==> src/rtl/uart_cfg_regfile.sv <==
// uart_cfg_regfile: configuration/status register file for the UART controller.
// One host write port, two independent read ports (A/B), UART configuration
// outputs and a sticky error flag captured from the UART core.
//
// Ports:
//   clk, rst                 clock, synchronous active-high reset
//   wr_en/wr_addr/wr_data    host write port
//   rd_addr_a/rd_addr_b      read addresses (one extra bit for out-of-range)
//   rd_data_a/rd_data_b      read data (0 when out of range)
//   rd_valid_a/rd_valid_b    read address is in range
//   uart_busy/uart_error     UART status inputs (busy live, error pulse)
//   update_ok                permission to load the shadow baud rate
//   uart_enable/uart_mode    CTRL[0] / CTRL[3:1]
//   uart_rate                shadow baud-rate value driven to the UART core
module uart_cfg_regfile #(
   parameter int unsigned DATA_WIDTH   = 16,
   parameter int unsigned N_Reg        = 4,
   parameter int unsigned ADDR_WIDTH   = 2,
   parameter int unsigned READ_LATENCY = 0
) (
   input  logic                  clk,
   input  logic                  rst,
   input  logic                  wr_en,
   input  logic [ADDR_WIDTH:0]   wr_addr,
   input  logic [DATA_WIDTH-1:0] wr_data,
   input  logic [ADDR_WIDTH:0]   rd_addr_a,
   input  logic [ADDR_WIDTH:0]   rd_addr_b,
   output logic [DATA_WIDTH-1:0] rd_data_a,
   output logic [DATA_WIDTH-1:0] rd_data_b,
   output logic                  rd_valid_a,
   output logic                  rd_valid_b,
   input  logic                  uart_busy,
   input  logic                  uart_error,
   input  logic                  update_ok,
   output logic                  uart_enable,
   output logic [2:0]            uart_mode,
   output logic [15:0]           uart_rate
);

   localparam int unsigned AW = ADDR_WIDTH + 1;
   localparam int unsigned RW = 16;

   localparam logic [RW-1:0] RATE_RST = 16'd9600;
   localparam logic [AW-1:0] A_CTRL   = AW'(0);
   localparam logic [AW-1:0] A_RATE   = AW'(1);
   localparam logic [AW-1:0] A_STAT   = AW'(2);

   logic [DATA_WIDTH-1:0] ctrl_q;
   logic [RW-1:0]         rate_q;
   logic [RW-1:0]         shadow_q;
   logic                  err_q;
   logic [DATA_WIDTH-1:0] status_w;

   function automatic logic in_range(input logic [AW-1:0] a);
      return 32'(a) < N_Reg;
   endfunction

   // Register read mux; reserved and out-of-range slots return 0.
   function automatic logic [DATA_WIDTH-1:0] reg_read(
      input logic [AW-1:0]         a,
      input logic [DATA_WIDTH-1:0] c,
      input logic [RW-1:0]         r,
      input logic [DATA_WIDTH-1:0] s
   );
      logic [DATA_WIDTH-1:0] v;
      v = '0;
      if (in_range(a)) begin
         case (a)
            A_CTRL:  v = c;
            A_RATE:  v = DATA_WIDTH'(r);
            A_STAT:  v = s;
            default: v = '0;
         endcase
      end
      return v;
   endfunction

   // Write-first bypass only applies to the plain storage registers.
   function automatic logic fwd_hit(input logic [AW-1:0] a, input logic we,
                                    input logic [AW-1:0] wa);
      return we && (wa == a) && ((a == A_CTRL) || (a == A_RATE));
   endfunction

   assign status_w = DATA_WIDTH'({err_q, uart_busy});

   // Register state; error set takes priority over a same-edge W1C.
   always_ff @(posedge clk) begin
      if (rst) begin
         ctrl_q   <= '0;
         rate_q   <= RATE_RST;
         err_q    <= 1'b0;
         shadow_q <= RATE_RST;
      end else begin
         if (wr_en && (wr_addr == A_CTRL)) ctrl_q <= wr_data;
         if (wr_en && (wr_addr == A_RATE)) rate_q <= wr_data[RW-1:0];
         if (uart_error)
            err_q <= 1'b1;
         else if (wr_en && (wr_addr == A_STAT) && wr_data[1])
            err_q <= 1'b0;
         if (update_ok && !uart_busy) shadow_q <= rate_q;
      end
   end

   assign uart_enable = ctrl_q[0];
   assign uart_mode   = ctrl_q[3:1];
   assign uart_rate   = shadow_q;

   generate
      if (READ_LATENCY == 0) begin : g_comb_rd
         // Combinational read with write-first forwarding.
         always_comb begin
            rd_data_a = reg_read(rd_addr_a, ctrl_q, rate_q, status_w);
            rd_data_b = reg_read(rd_addr_b, ctrl_q, rate_q, status_w);
            if (fwd_hit(rd_addr_a, wr_en, wr_addr)) rd_data_a = wr_data;
            if (fwd_hit(rd_addr_b, wr_en, wr_addr)) rd_data_b = wr_data;
         end
         assign rd_valid_a = in_range(rd_addr_a);
         assign rd_valid_b = in_range(rd_addr_b);
      end else begin : g_reg_rd
         // Registered read-first: samples contents before this edge's write.
         always_ff @(posedge clk) begin
            if (rst) begin
               rd_data_a  <= '0;
               rd_data_b  <= '0;
               rd_valid_a <= 1'b0;
               rd_valid_b <= 1'b0;
            end else begin
               rd_data_a  <= reg_read(rd_addr_a, ctrl_q, rate_q, status_w);
               rd_data_b  <= reg_read(rd_addr_b, ctrl_q, rate_q, status_w);
               rd_valid_a <= in_range(rd_addr_a);
               rd_valid_b <= in_range(rd_addr_b);
            end
         end
      end
   endgenerate

endmodule

==> config.mk <==
export PLATFORM = sky130hd
export DESIGN_NAME = uart_cfg_regfile
export DESIGN_NICKNAME = d
export VERILOG_FILES = /design/src/rtl/uart_cfg_regfile.sv
export SDC_FILE = /design/constraint.sdc
export NUM_CORES = 1
export LEC_CHECK = 0
export CELL_PAD_IN_SITES_DETAIL_PLACEMENT = 1
export CELL_PAD_IN_SITES_GLOBAL_PLACEMENT = 1
export CORE_UTILIZATION = 34
export DETAILED_ROUTE_END_ITERATION = 8
export GPL_ROUTABILITY_DRIVEN = 0
export PLACE_DENSITY = 0.83
export SLEW_MARGIN = 20
export SYNTH_ARGS = -nofsm -noshare
export SYNTH_HDL_FRONTEND = slang
export SYNTH_SLANG_ARGS = --single-unit
==> constraint.sdc <==
create_clock -name clk -period 1.9 [get_ports clk]
set_clock_uncertainty 0.1 [all_clocks]
set_input_delay 0.19 -clock clk [delete_from_list [all_inputs] [get_ports clk]]
set_output_delay 0.19 -clock clk [all_outputs]
set_load 0.05 [all_outputs]
* Yosys cells after proc, flatten, opt, wreduce, memory -nomap -nowiden *
Index checks and enable logic that the tools add are counted.

storage, ports and cells
  bits in registers = 49
  input bits = 31
  output and inout port bits = 54
  word-level logic and storage cells = 38

operators by class
  order comparisons = 2
  equality and inequality tests = 8
  mux-type cells = 8
  reduce and logical (&&, ||, !) cells = 16

operators with widths
  cell                count
  $pmux 16 s3         2
  $mux 16             4
  $eq 3x1->1 const B  3
  $eq 3x2->1 const B  3
  $logic_and 1x1->1   9
  $logic_not 3->1     3
  $eq 3x3->1          2
  $lt 3x3->1 const B  2
  $logic_or 1x1->1    2
  $mux 1              2
  $reduce_bool 2->1   1
  $logic_not 1->1     1

* Longest topological paths before layout *
Gate-level depths: netlist of the first run.

  depth in word-level cells = 5
  gate-level depth with buffers = 6
  gate-level depth less buffers = 3

* Least setup slack after synthesis of the first run *
OpenSTA, ideal clock, no wires.

  path type = in2out
  start point = input port wr_addr[1]
  end point = output port rd_data_a[15]
  data arrival time = 2.211 ns
  data required time = 1.610 ns
  setup slack = -0.601 ns
  cell stages on the path = 5
  path buffers = 2
  path through = or3b_1 -> buf_2 -> or2_1 -> buf_6 -> a211oi_1

between the ends
  longest elaborated chain between the ends = 4

ends and longest elaborated chain
  what                             line  text
  start, declared                  24    input logic [ADDR_WIDTH:0] wr_addr,
  $eq 3x3->1                       81    return we && (wa == a) && ((a == A_CTRL) || (a == A_RATE));
  $logic_and 1x1->1 (2 in series)  81
  $mux 16                          114   if (fwd_hit(rd_addr_a, wr_en, wr_addr)) rd_data_a = wr_data;
  end, declared                    28    output logic [DATA_WIDTH-1:0] rd_data_a,

No other way between the ends.

* Worst setup path in the final report of the first run *
  start point = input port wr_addr[1]
  end point = output port rd_data_a[7]

The elaborated chain is that of the path after synthesis.

==> impl_metrics.env, run 1 <==
export IMPL_routed_via_count=3163
export IMPL_wl_per_cell_um=20.11
export IMPL_chip_height_um=93.22
export IMPL_max_clock_freq_mhz=503.4
export IMPL_synthDominantAreaCellType="dfxtp_1"
export IMPL_power_frac_seq_pct=41.9
export IMPL_rsz0062_at_grt="yes"
export IMPL_clock_latency_at_the_later_pin_of_the_worst_skew_pair_ns=0.30
export IMPL_reg2reg_slack_ns=1.03
export IMPL_globalRouteTotalUtil_pct=27.81
export IMPL_static_leakage_power_nw=1.794
export IMPL_drc=0
export IMPL_clock_path_buffers=2
export IMPL_finalWorstSetupSlack_ns=-0.08647
export IMPL_synthesis_instances=356
export IMPL_timing_hold_worst_start="wr_en"
export IMPL_netSwitchingFraction_pct=31.24
export IMPL_floorplan_die_area_um2=8689
export IMPL_min_delay_worst_endpoint="err_q"
export IMPL_ant_nets=0
export IMPL_core_area_um2=7888
export IMPL_worstReg2RegStart="rate_q[12]"
export IMPL_final_hold_violation_count=0
export IMPL_layout_drive_gt1_share_pct=33.33
export IMPL_final_min_clock_period_ns=1.986
export IMPL_n_antenna_cell=0
export IMPL_vias_per_cell=5.463
export IMPL_cts_root_buffer_cell="clkbuf_8"
export IMPL_ys_warnings_count=0
export IMPL_critical_path_cell_chain="buf_6 -> or3b_4 -> or2_4 -> buf_12 -> a211oi_4 -> buf_6"
export IMPL_timing_critical_path_fanout_max=7
export IMPL_die_width_um=93.22
export IMPL_path_delay_family="simple AND/OR/NAND/NOR gates"
export IMPL_drt_iter0_drc=137
export IMPL_switchingPower_mw=0.8012
export IMPL_wirelength_um=11640
export IMPL_nature_of_the_critical_path_startpoint="input port"
export IMPL_maxCapViolCount=0
export IMPL_irDropWorstVdd_uv=293.1
export IMPL_cp_common_cell="buf_6"
export IMPL_worst_slew_margin_rel_pct=64.75
export IMPL_post_synth_instance_area_um2=2829
export IMPL_synth_area_top_cells="dfxtp_1, nand2_1, mux2i_1"
export IMPL_numClockSinks=49
export IMPL_cp_arrival_ns=1.70
export IMPL_grt_first_pass_wirelength_um=18510
export IMPL_synth_edf_count=0
export IMPL_cts_hold_repair_buffers=0
export IMPL_initial_utilization_pct=35.87
export IMPL_pwr_share_comb_pct=28.6
export IMPL_internal_power_mw=1.763
export IMPL_place_detailed_hpwl_um=8162
export IMPL_fin_worst_hold_slack_ns=0.3040
export IMPL_yosysMostFrequentCell="nand2_1"
export IMPL_max_stage_delay_ns=0.43
export IMPL_synth_top_area_share_pct=34.67
export IMPL_gr_total_overflow=0
export IMPL_finalCoreUtilization_pct=60.52
export IMPL_synth_fp_nets=387
export IMPL_power_per_cell_area_nw_per_um2=537.3
export IMPL_numPortBuffers=84
export IMPL_slowest_stage="or3b_4"
export IMPL_finalNetCount=507
export IMPL_cts_tree="yes"
export IMPL_regToRegEndpoint="rate_q[12]"
export IMPL_max_slew_worst_pin_slew_ns=0.5271
export IMPL_synth_sequential_area_ratio_pct=34.67
export IMPL_period_share_pct=104.6
export IMPL_numCtsBuffers=5
export IMPL_critical_path_required_ns=1.61
export IMPL_clk_pin_slew_worst_paths_ns=0.09
export IMPL_power_share_clock_pct=29.6
export IMPL_first_pass_detailed_route_iteration_total=4
export IMPL_slew_violations=0
export IMPL_critical_path_buf_inv_count=3
export IMPL_timing_final_setup_violations=20
export IMPL_num_rows=32
export IMPL_ys_async_sr_fraction_pct=0
export IMPL_cp_endpoint_kind="primary output"
export IMPL_area_growth_synth_to_final_pct=68.73
export IMPL_hold_class="input port to flop"
export IMPL_power_mw=2.565
export IMPL_synth_seq_cells=49
export IMPL_pin_count_of_the_biggest_net_entering_global_routing=50
export IMPL_worstRegToRegCells=2
export IMPL_clock_tree_htree_level_count=2
export IMPL_yosys_cell_types_count=30
export IMPL_dp_slack_ns=-0.5726
export IMPL_grt_antenna_before_repair=0
export IMPL_worst_setup_path_type="input port to primary output"
export IMPL_synth_top_flop_cell="dfxtp_1"
export IMPL_vias_in_the_first_global_route=3462
export IMPL_holdPathStages=5
export IMPL_failed_checks="negative setup slack"
export IMPL_tns_ns=-0.4339
export IMPL_floorplan_io_pins=85
export IMPL_ys_top_cells_by_count="nand2_1, dfxtp_1, a21oi_1, mux2i_1, nor3_1"
export IMPL_mean_instance_size_in_the_synthesized_netlist_um2=7.947
export IMPL_run_status="finished, violations left"
[layout make-up]
class                   count  area, µm²
clock buffers               6      72.57
clock inverters             2      38.79
fillers                   885       3114
inverters                   4      15.01
multi-input cells         265       1983
flip-flops and latches     49      980.9
well taps                 102      127.6
repair buffers            151       1555
[tightest hold or removal path: cells and delay by family]
kind            cells  cell delay, ns
buf+inv             3            0.29
compound gates      2            0.19
[cell families after synthesis]
family	synth area share, %
XOR/XNOR	0.6193
multiplexers	11.32
buffers and inverters	7.474
AND/OR/NAND/NOR	24.81
flip-flops	34.67
AO/OA/AOI/OAI	21.10
[power by group through the flow]
stage                     combinational, mW  sequential, mW  clock (mW)
final                                 0.733            1.07       0.758
after global routing                  0.766            1.08       0.825
after CTS                             0.715            1.07       0.779
after detailed placement              0.654            1.10           0
after global placement                0.638            1.09           0
after floorplan                       0.340            1.11           0
[what timing repair did]
item / CTS / global route
hold endpoints to repair: 0 / 0
pin swaps: 8 / 10
gates cloned: 3 / 0
gates resized for setup: 57 / 20
setup endpoints to repair: 32 / 33
buffers inserted: 2 / 1
[layout by cell type (no fill, tap or decap), types with 2 or more instances in the layout]
cell type        instances
a211oi_4                27
a21oi_1                 41
a21oi_4                  2
a32o_2                   2
buf_12                  12
buf_2                    2
buf_4                   57
buf_6                   33
clkbuf_2                 2
clkbuf_8                 5
clkdlybuf4s50_1         41
dfxtp_1                 49
dlymetal6s2s_1           2
inv_1                    4
mux2i_1                 32
nand2_1                 97
nand3b_1                10
nor3_1                  27
o21a_1                   2
o21ai_0                  2
o41ai_2                  2
or2_1                    3
or3_4                    2
xor2_4                   2
[state kept, by name, indices dropped and copies added (netlist names)]
| signal | count |
|---|---|
| err_q | 1 |
| uart_rate | 16 |
| rate_q | 16 |
| ctrl_q | 16 |
[layer usage]
layer | share of wire, % | track usage [%] | vias to the layer above
met1 | 41 | 31.10 | 1582
li1 | - | - | 1450
met2 | 53 | 53.80 | 104
met4 | 3.1 | 8.462 | 0
met3 | 3.5 | 3.821 | 27
met5 | 0 | 0 | -
[worst max path at each step]
stage / start / endpoint / slack [ns] / cells past startpoint
floorplan: wr_addr[1] / rd_data_b[0] / -0.22 / 4
global placement: wr_en / rd_data_a[10] / -0.47 / 6
detailed placement: wr_en / rd_data_b[1] / -0.57 / 6
CTS: wr_addr[2] / rd_data_a[7] / -0.06 / 6
global route: wr_addr[1] / rd_data_a[7] / -0.08 / 6
finish: wr_addr[1] / rd_data_a[7] / -0.09 / 6
[metrics by stage]
step | std cells | instance area [µm²]
2_1_floorplan | 356 | 3089
3_3_place_gp | 565 | 4370
3_5_place_dp | 565 | 4370
4_1_cts | 578 | 4695
5_1_grt | 579 | 4773
6_report | 579 | 4773
(Power assumes the default switching activity.)
==> run 2, diff against run 1 <==
==> constraint.sdc (replaced) <==
create_clock -name clk -period 1.9 [get_ports clk]
set_clock_uncertainty 0.1 [all_clocks]
set_input_delay 0.19 -clock clk [delete_from_list [all_inputs] [get_ports clk]]
set_output_delay 0.19 -clock clk [all_outputs]
set_load 0.1 [all_outputs]
==> impl_metrics.env, run 2 (synthesized netlist as in run 1, its figures left out) <==
export IMPL_gr_total_overflow=0
export IMPL_static_leakage_power_nw=1.804
export IMPL_numCtsBuffers=5
export IMPL_critical_path_cell_chain="buf_6 -> or3b_4 -> or2_4 -> buf_12 -> a211oi_4 -> buf_12"
export IMPL_ant_nets=0
export IMPL_pwr_share_comb_pct=32.2
export IMPL_clock_latency_at_the_later_pin_of_the_worst_skew_pair_ns=0.31
export IMPL_cp_common_cell="buf_12"
export IMPL_cp_arrival_ns=1.69
export IMPL_internal_power_mw=1.770
export IMPL_critical_path_required_ns=1.61
export IMPL_max_slew_worst_pin_slew_ns=0.3952
export IMPL_timing_hold_worst_start="wr_en"
export IMPL_slew_violations=0
export IMPL_irDropWorstVdd_uv=359.7
export IMPL_mostFrequentLayoutCells="nand2_1, buf_4, dfxtp_1"
export IMPL_hold_class="input port to flop"
export IMPL_tns_ns=-0.9137
export IMPL_n_antenna_cell=0
export IMPL_netSwitchingFraction_pct=35.02
export IMPL_period_share_pct=104.2
export IMPL_switchingPower_mw=0.9541
export IMPL_numClockSinks=49
export IMPL_floorplan_die_area_um2=8689
export IMPL_failed_checks="negative setup slack"
export IMPL_die_width_um=93.22
export IMPL_num_rows=32
export IMPL_numPortBuffers=84
export IMPL_worst_slew_margin_rel_pct=73.45
export IMPL_finalNetCount=497
export IMPL_cts_hold_repair_buffers=0
export IMPL_first_pass_detailed_route_iteration_total=4
export IMPL_crit_path_start="wr_addr[2]"
export IMPL_globalRouteTotalUtil_pct=30.64
export IMPL_power_mw=2.725
export IMPL_timing_final_setup_violations=27
export IMPL_max_stage_delay_ns=0.43
export IMPL_layout_drive_gt1_share_pct=37.90
export IMPL_finalWorstSetupSlack_ns=-0.08018
export IMPL_path_delay_family="simple AND/OR/NAND/NOR gates"
export IMPL_initial_utilization_pct=35.87
export IMPL_clk_pin_slew_worst_paths_ns=0.09
export IMPL_vias_per_cell=5.598
export IMPL_nature_of_the_critical_path_startpoint="input port"
export IMPL_cts_tree="yes"
export IMPL_core_area_um2=7888
export IMPL_clock_path_buffers=2
export IMPL_pin_count_of_the_biggest_net_entering_global_routing=50
export IMPL_worst_setup_path_type="input port to primary output"
export IMPL_place_detailed_hpwl_um=8620
export IMPL_wl_per_cell_um=22.65
export IMPL_run_status="finished, violations left"
export IMPL_vias_in_the_first_global_route=3675
export IMPL_final_min_clock_period_ns=1.980
export IMPL_cp_endpoint_kind="primary output"
export IMPL_power_share_clock_pct=28.4
export IMPL_max_clock_freq_mhz=505.0
export IMPL_drt_iter0_drc=134
export IMPL_floorplan_io_pins=85
export IMPL_drc=0
export IMPL_chip_height_um=93.22
export IMPL_power_per_cell_area_nw_per_um2=552.8
export IMPL_finalCoreUtilization_pct=62.48
export IMPL_worstReg2RegStart="rate_q[4]"
export IMPL_final_hold_violation_count=0
export IMPL_wirelength_um=12890
export IMPL_slowest_stage="or3b_4"
export IMPL_clock_tree_htree_level_count=2
export IMPL_routed_via_count=3185
export IMPL_maxCapViolCount=0
export IMPL_timing_critical_path_fanout_max=7
export IMPL_area_growth_synth_to_final_pct=74.22
export IMPL_grt_antenna_before_repair=0
export IMPL_grt_first_pass_wirelength_um=19890
export IMPL_cts_root_buffer_cell="clkbuf_8"
export IMPL_rsz0062_at_grt="yes"
export IMPL_final_fill_count=868
export IMPL_power_frac_seq_pct=39.4
export IMPL_layout_commonest_cell="nand2_1"
export IMPL_critical_path_buf_inv_count=3
==> run 2: changes by cell type in the layout (fill, tap and decap cells not counted), moves of 5 or more <==
cell             previous run  this run
clkdlybuf4s50_1            41        23
buf_12                     12        40
buf_6                      33         8
nor3_2                      1         8
nor3_1                     27        20
buf_4                      57        62
==> run 2: stage by stage <==
stage / cells / worst slack (ns) / hold WS [ns] / instance area [µm²]
after global routing: 569 / -0.08607 / 0.3582 / 4928
final: 569 / -0.08018 / 0.3241 / 4928
after floorplan: 356 / -0.4994 / 0.2140 / 3129
after CTS: 568 / -0.1146 / 0.2250 / 4892
after detailed placement: 557 / -0.5263 / 0.3531 / 4647
after global placement: 557 / -0.4856 / 0.3463 / 4647
==> run 2: power by group through the flow <==
stage                     sequential (mW)  clock (mW)  combinational (mW)
after global placement               1.09           0               0.797
final                                1.07       0.774               0.877
after detailed placement             1.10           0               0.819
after floorplan                      1.14           0               0.435
after CTS                            1.07       0.779               0.857
after global routing                 1.08       0.825               0.906
==> run 2: what timing repair did <==
| action | in CTS | in global routing |
|---|---|---|
| pin swaps | 20 | 7 |
| gates cloned | 2 | 0 |
| setup endpoints to repair | 32 | 32 |
| resized for setup | 48 | 8 |
| setup buffers | 1 | 1 |
| endpoints found under the hold margin | 0 | 0 |
==> run 2: layout make-up <==
cell class,count,area [µm²],share of cell area (%)
tap,102,127.6,2.589
inverter,4,15.01,0.3046
clock inverter,2,38.79,0.7870
timing repair buffer,141,1669,33.87
clock buffer,6,72.57,1.472
sequential,49,982.2,19.93
multi-input combinational,265,2023,41.05
==> run 2: final timing paths <==
| check | to | slack (ns) | cells after the start |
|---|---|---|---|
| max | rd_data_a[4] | -0.08 | 6 |
| min | err_q | 0.32 | 5 |
| max reg2reg | uart_rate[4] | 1.03 | 2 |
| min reg2reg | uart_rate[5] | 0.37 | 2 |
==> run 2: worst reg2reg max path: stages (launching register included) <==
cell	delay (ns)
dfxtp_1	0.45
nand2_1	0.11
a21oi_1	0.14
==> run 2: layer usage <==
metal	part of all wire, %	global-route usage (%)	vias to the layer above
li1	-	-	1431
met1	39	31.68	1588
met2	52	57.54	128
met3	5.6	6.667	38
met4	3.4	15.64	0
met5	0	0	-
==> run 3, diff against run 2 <==
- CORE_MARGIN: default -> 3
==> impl_metrics.env, run 3 (synthesized netlist as in run 1, its figures left out) <==
export IMPL_worstRegToRegCells=2
export IMPL_power_share_clock_pct=28.7
export IMPL_power_per_cell_area_nw_per_um2=548.2
export IMPL_irDropWorstVdd_uv=297.2
export IMPL_vias_in_the_first_global_route=3608
export IMPL_first_pass_detailed_route_iteration_total=4
export IMPL_layout_drive_gt1_share_pct=37.26
export IMPL_routed_via_count=3189
export IMPL_static_leakage_power_nw=1.847
export IMPL_hold_class="input port to flop"
export IMPL_max_clock_freq_mhz=496.7
export IMPL_numClockSinks=49
export IMPL_vias_per_cell=5.527
export IMPL_drt_iter0_drc=133
export IMPL_numPortBuffers=84
export IMPL_run_status="finished, violations left"
export IMPL_clock_tree_htree_level_count=2
export IMPL_chip_height_um=97.22
export IMPL_timing_critical_path_fanout_max=5
export IMPL_switchingPower_mw=0.9480
export IMPL_reg2reg_slack_ns=1.02
export IMPL_maxCapViolCount=0
export IMPL_drc=0
export IMPL_period_share_pct=106.0
export IMPL_ant_nets=0
export IMPL_place_detailed_hpwl_um=9372
export IMPL_grt_antenna_before_repair=0
export IMPL_slew_violations=0
export IMPL_gr_total_overflow=0
export IMPL_power_mw=2.723
export IMPL_critical_path_required_ns=1.61
export IMPL_clock_path_buffers=2
export IMPL_final_hold_violation_count=0
export IMPL_cp_endpoint_kind="primary output"
export IMPL_cts_tree="yes"
export IMPL_cts_root_buffer_cell="clkbuf_8"
export IMPL_dpl_instance_area_um2=4715
export IMPL_floorplan_io_pins=85
export IMPL_internal_power_mw=1.775
export IMPL_area_growth_synth_to_final_pct=75.59
export IMPL_finalCoreUtilization_pct=62.98
export IMPL_die_width_um=97.22
export IMPL_crit_path_start="wr_addr[1]"
export IMPL_final_min_clock_period_ns=2.013
export IMPL_clk_pin_slew_worst_paths_ns=0.09
export IMPL_timing_final_setup_violations=31
export IMPL_wl_per_cell_um=22.10
export IMPL_crit_cells=6
export IMPL_post_route_cell_area_um2=4967
export IMPL_floorplan_die_area_um2=9451
export IMPL_n_antenna_cell=0
export IMPL_power_frac_seq_pct=39.4
export IMPL_slowest_stage="or3b_4"
export IMPL_pwr_share_comb_pct=31.9
export IMPL_critical_path_cell_chain="buf_6 -> or3b_4 -> or2_4 -> buf_8 -> a211oi_4 -> buf_12"
export IMPL_worst_slew_margin_rel_pct=74.56
export IMPL_grt_first_pass_wirelength_um=19920
export IMPL_critical_path_buf_inv_count=3
export IMPL_worst_setup_path_type="input port to primary output"
export IMPL_nature_of_the_critical_path_startpoint="input port"
export IMPL_failed_checks="negative setup slack"
export IMPL_layout_commonest_cell="nand2_1"
export IMPL_path_delay_family="simple AND/OR/NAND/NOR gates"
export IMPL_finalWorstSetupSlack_ns=-0.1133
export IMPL_cts_hold_repair_buffers=0
export IMPL_max_slew_worst_pin_slew_ns=0.3710
export IMPL_worstReg2RegStart="ctrl_q[1]"
export IMPL_core_area_um2=7888
export IMPL_rsz0062_at_grt="yes"
export IMPL_wirelength_um=12750
export IMPL_cp_arrival_ns=1.72
export IMPL_mostFrequentLayoutCells="nand2_1, buf_4, dfxtp_1"
export IMPL_clock_latency_at_the_later_pin_of_the_worst_skew_pair_ns=0.31
export IMPL_finalNetCount=505
export IMPL_pin_count_of_the_biggest_net_entering_global_routing=50
export IMPL_numCtsBuffers=5
export IMPL_netSwitchingFraction_pct=34.81
export IMPL_cp_endpoint="rd_data_b[3]"
export IMPL_globalRouteTotalUtil_pct=26.52
export IMPL_regToRegEndpoint="ctrl_q[1]"
export IMPL_max_stage_delay_ns=0.45
export IMPL_initial_utilization_pct=35.87
export IMPL_num_rows=32
run 3: cell count changes in the layout (fill, tap and decap cells not counted), moves of 3 or more:
cell / change
nor3_1: +7
buf_2: -3
nor3_2: -7
buf_4: +8
run 3: area by class of cell:
class | count | area, µm²
clock buffers | 6 | 72.57
clock inverters | 2 | 38.79
fillers | 860 | 2920
inverters | 4 | 15.01
multi-input cells | 265 | 1982
flip-flops and latches | 49 | 982.2
well taps | 102 | 127.6
repair buffers | 149 | 1749
run 3: per-layer routing:
| layer | up-vias | share of wire (%) | global-route usage, % |
|---|---|---|---|
| met3 | 30 | 5.3 | 5.528 |
| li1 | 1438 | - | - |
| met2 | 118 | 53 | 48.83 |
| met5 | - | 0 | 0 |
| met1 | 1603 | 39 | 29.54 |
| met4 | 0 | 2.7 | 10.76 |
run 3: worst reg2reg max path, cell delays in order, from the launching register on:
cell and delay [ns]:
dfxtp_1 0.46, nand2_1 0.11, a21oi_1 0.16
run 3: power groups by stage:
| stage | clock network, mW | registers, mW | logic (mW) |
|---|---|---|---|
| 6_report | 0.781 | 1.07 | 0.868 |
| 5_1_grt | 0.838 | 1.08 | 0.903 |
| 3_5_place_dp | 0 | 1.10 | 0.826 |
| 3_3_place_gp | 0 | 1.09 | 0.801 |
| 4_1_cts | 0.787 | 1.07 | 0.857 |
| 2_1_floorplan | 0 | 1.14 | 0.435 |
run 3: through the flow:
stage | instances | worst slack (ns) | setup TNS (ns) | hold WS [ns]
6_report | 577 | -0.1133 | -2.067 | 0.2913
2_1_floorplan | 356 | -0.4994 | -12.77 | 0.2140
3_5_place_dp | 566 | -0.6402 | -21.29 | 0.3471
3_3_place_gp | 566 | -0.5016 | -18.43 | 0.3449
5_1_grt | 577 | -0.1550 | -2.930 | 0.3419
4_1_cts | 576 | -0.1008 | -1.330 | 0.2988
run 3: worst min path at each step:
stage                      start            to  slack (ns)  cells after the start
floorplan            wr_data[10]    rate_q[10]        0.21                      2
global placement    uart_rate[0]  uart_rate[0]        0.34                      2
detailed placement  uart_rate[5]  uart_rate[5]        0.35                      2
CTS                   wr_addr[2]         err_q        0.30                      4
global route          wr_addr[2]         err_q        0.34                      4
finish                wr_addr[2]         err_q        0.29                      4
run 3: repair_timing:
item / 4_1_cts / 5_1_grt
pin swaps: 22 / 4
endpoints found under the setup margin: 32 / 32
resized for setup: 43 / 4
buffers inserted: 2 / 0
cloned: 0 / 1
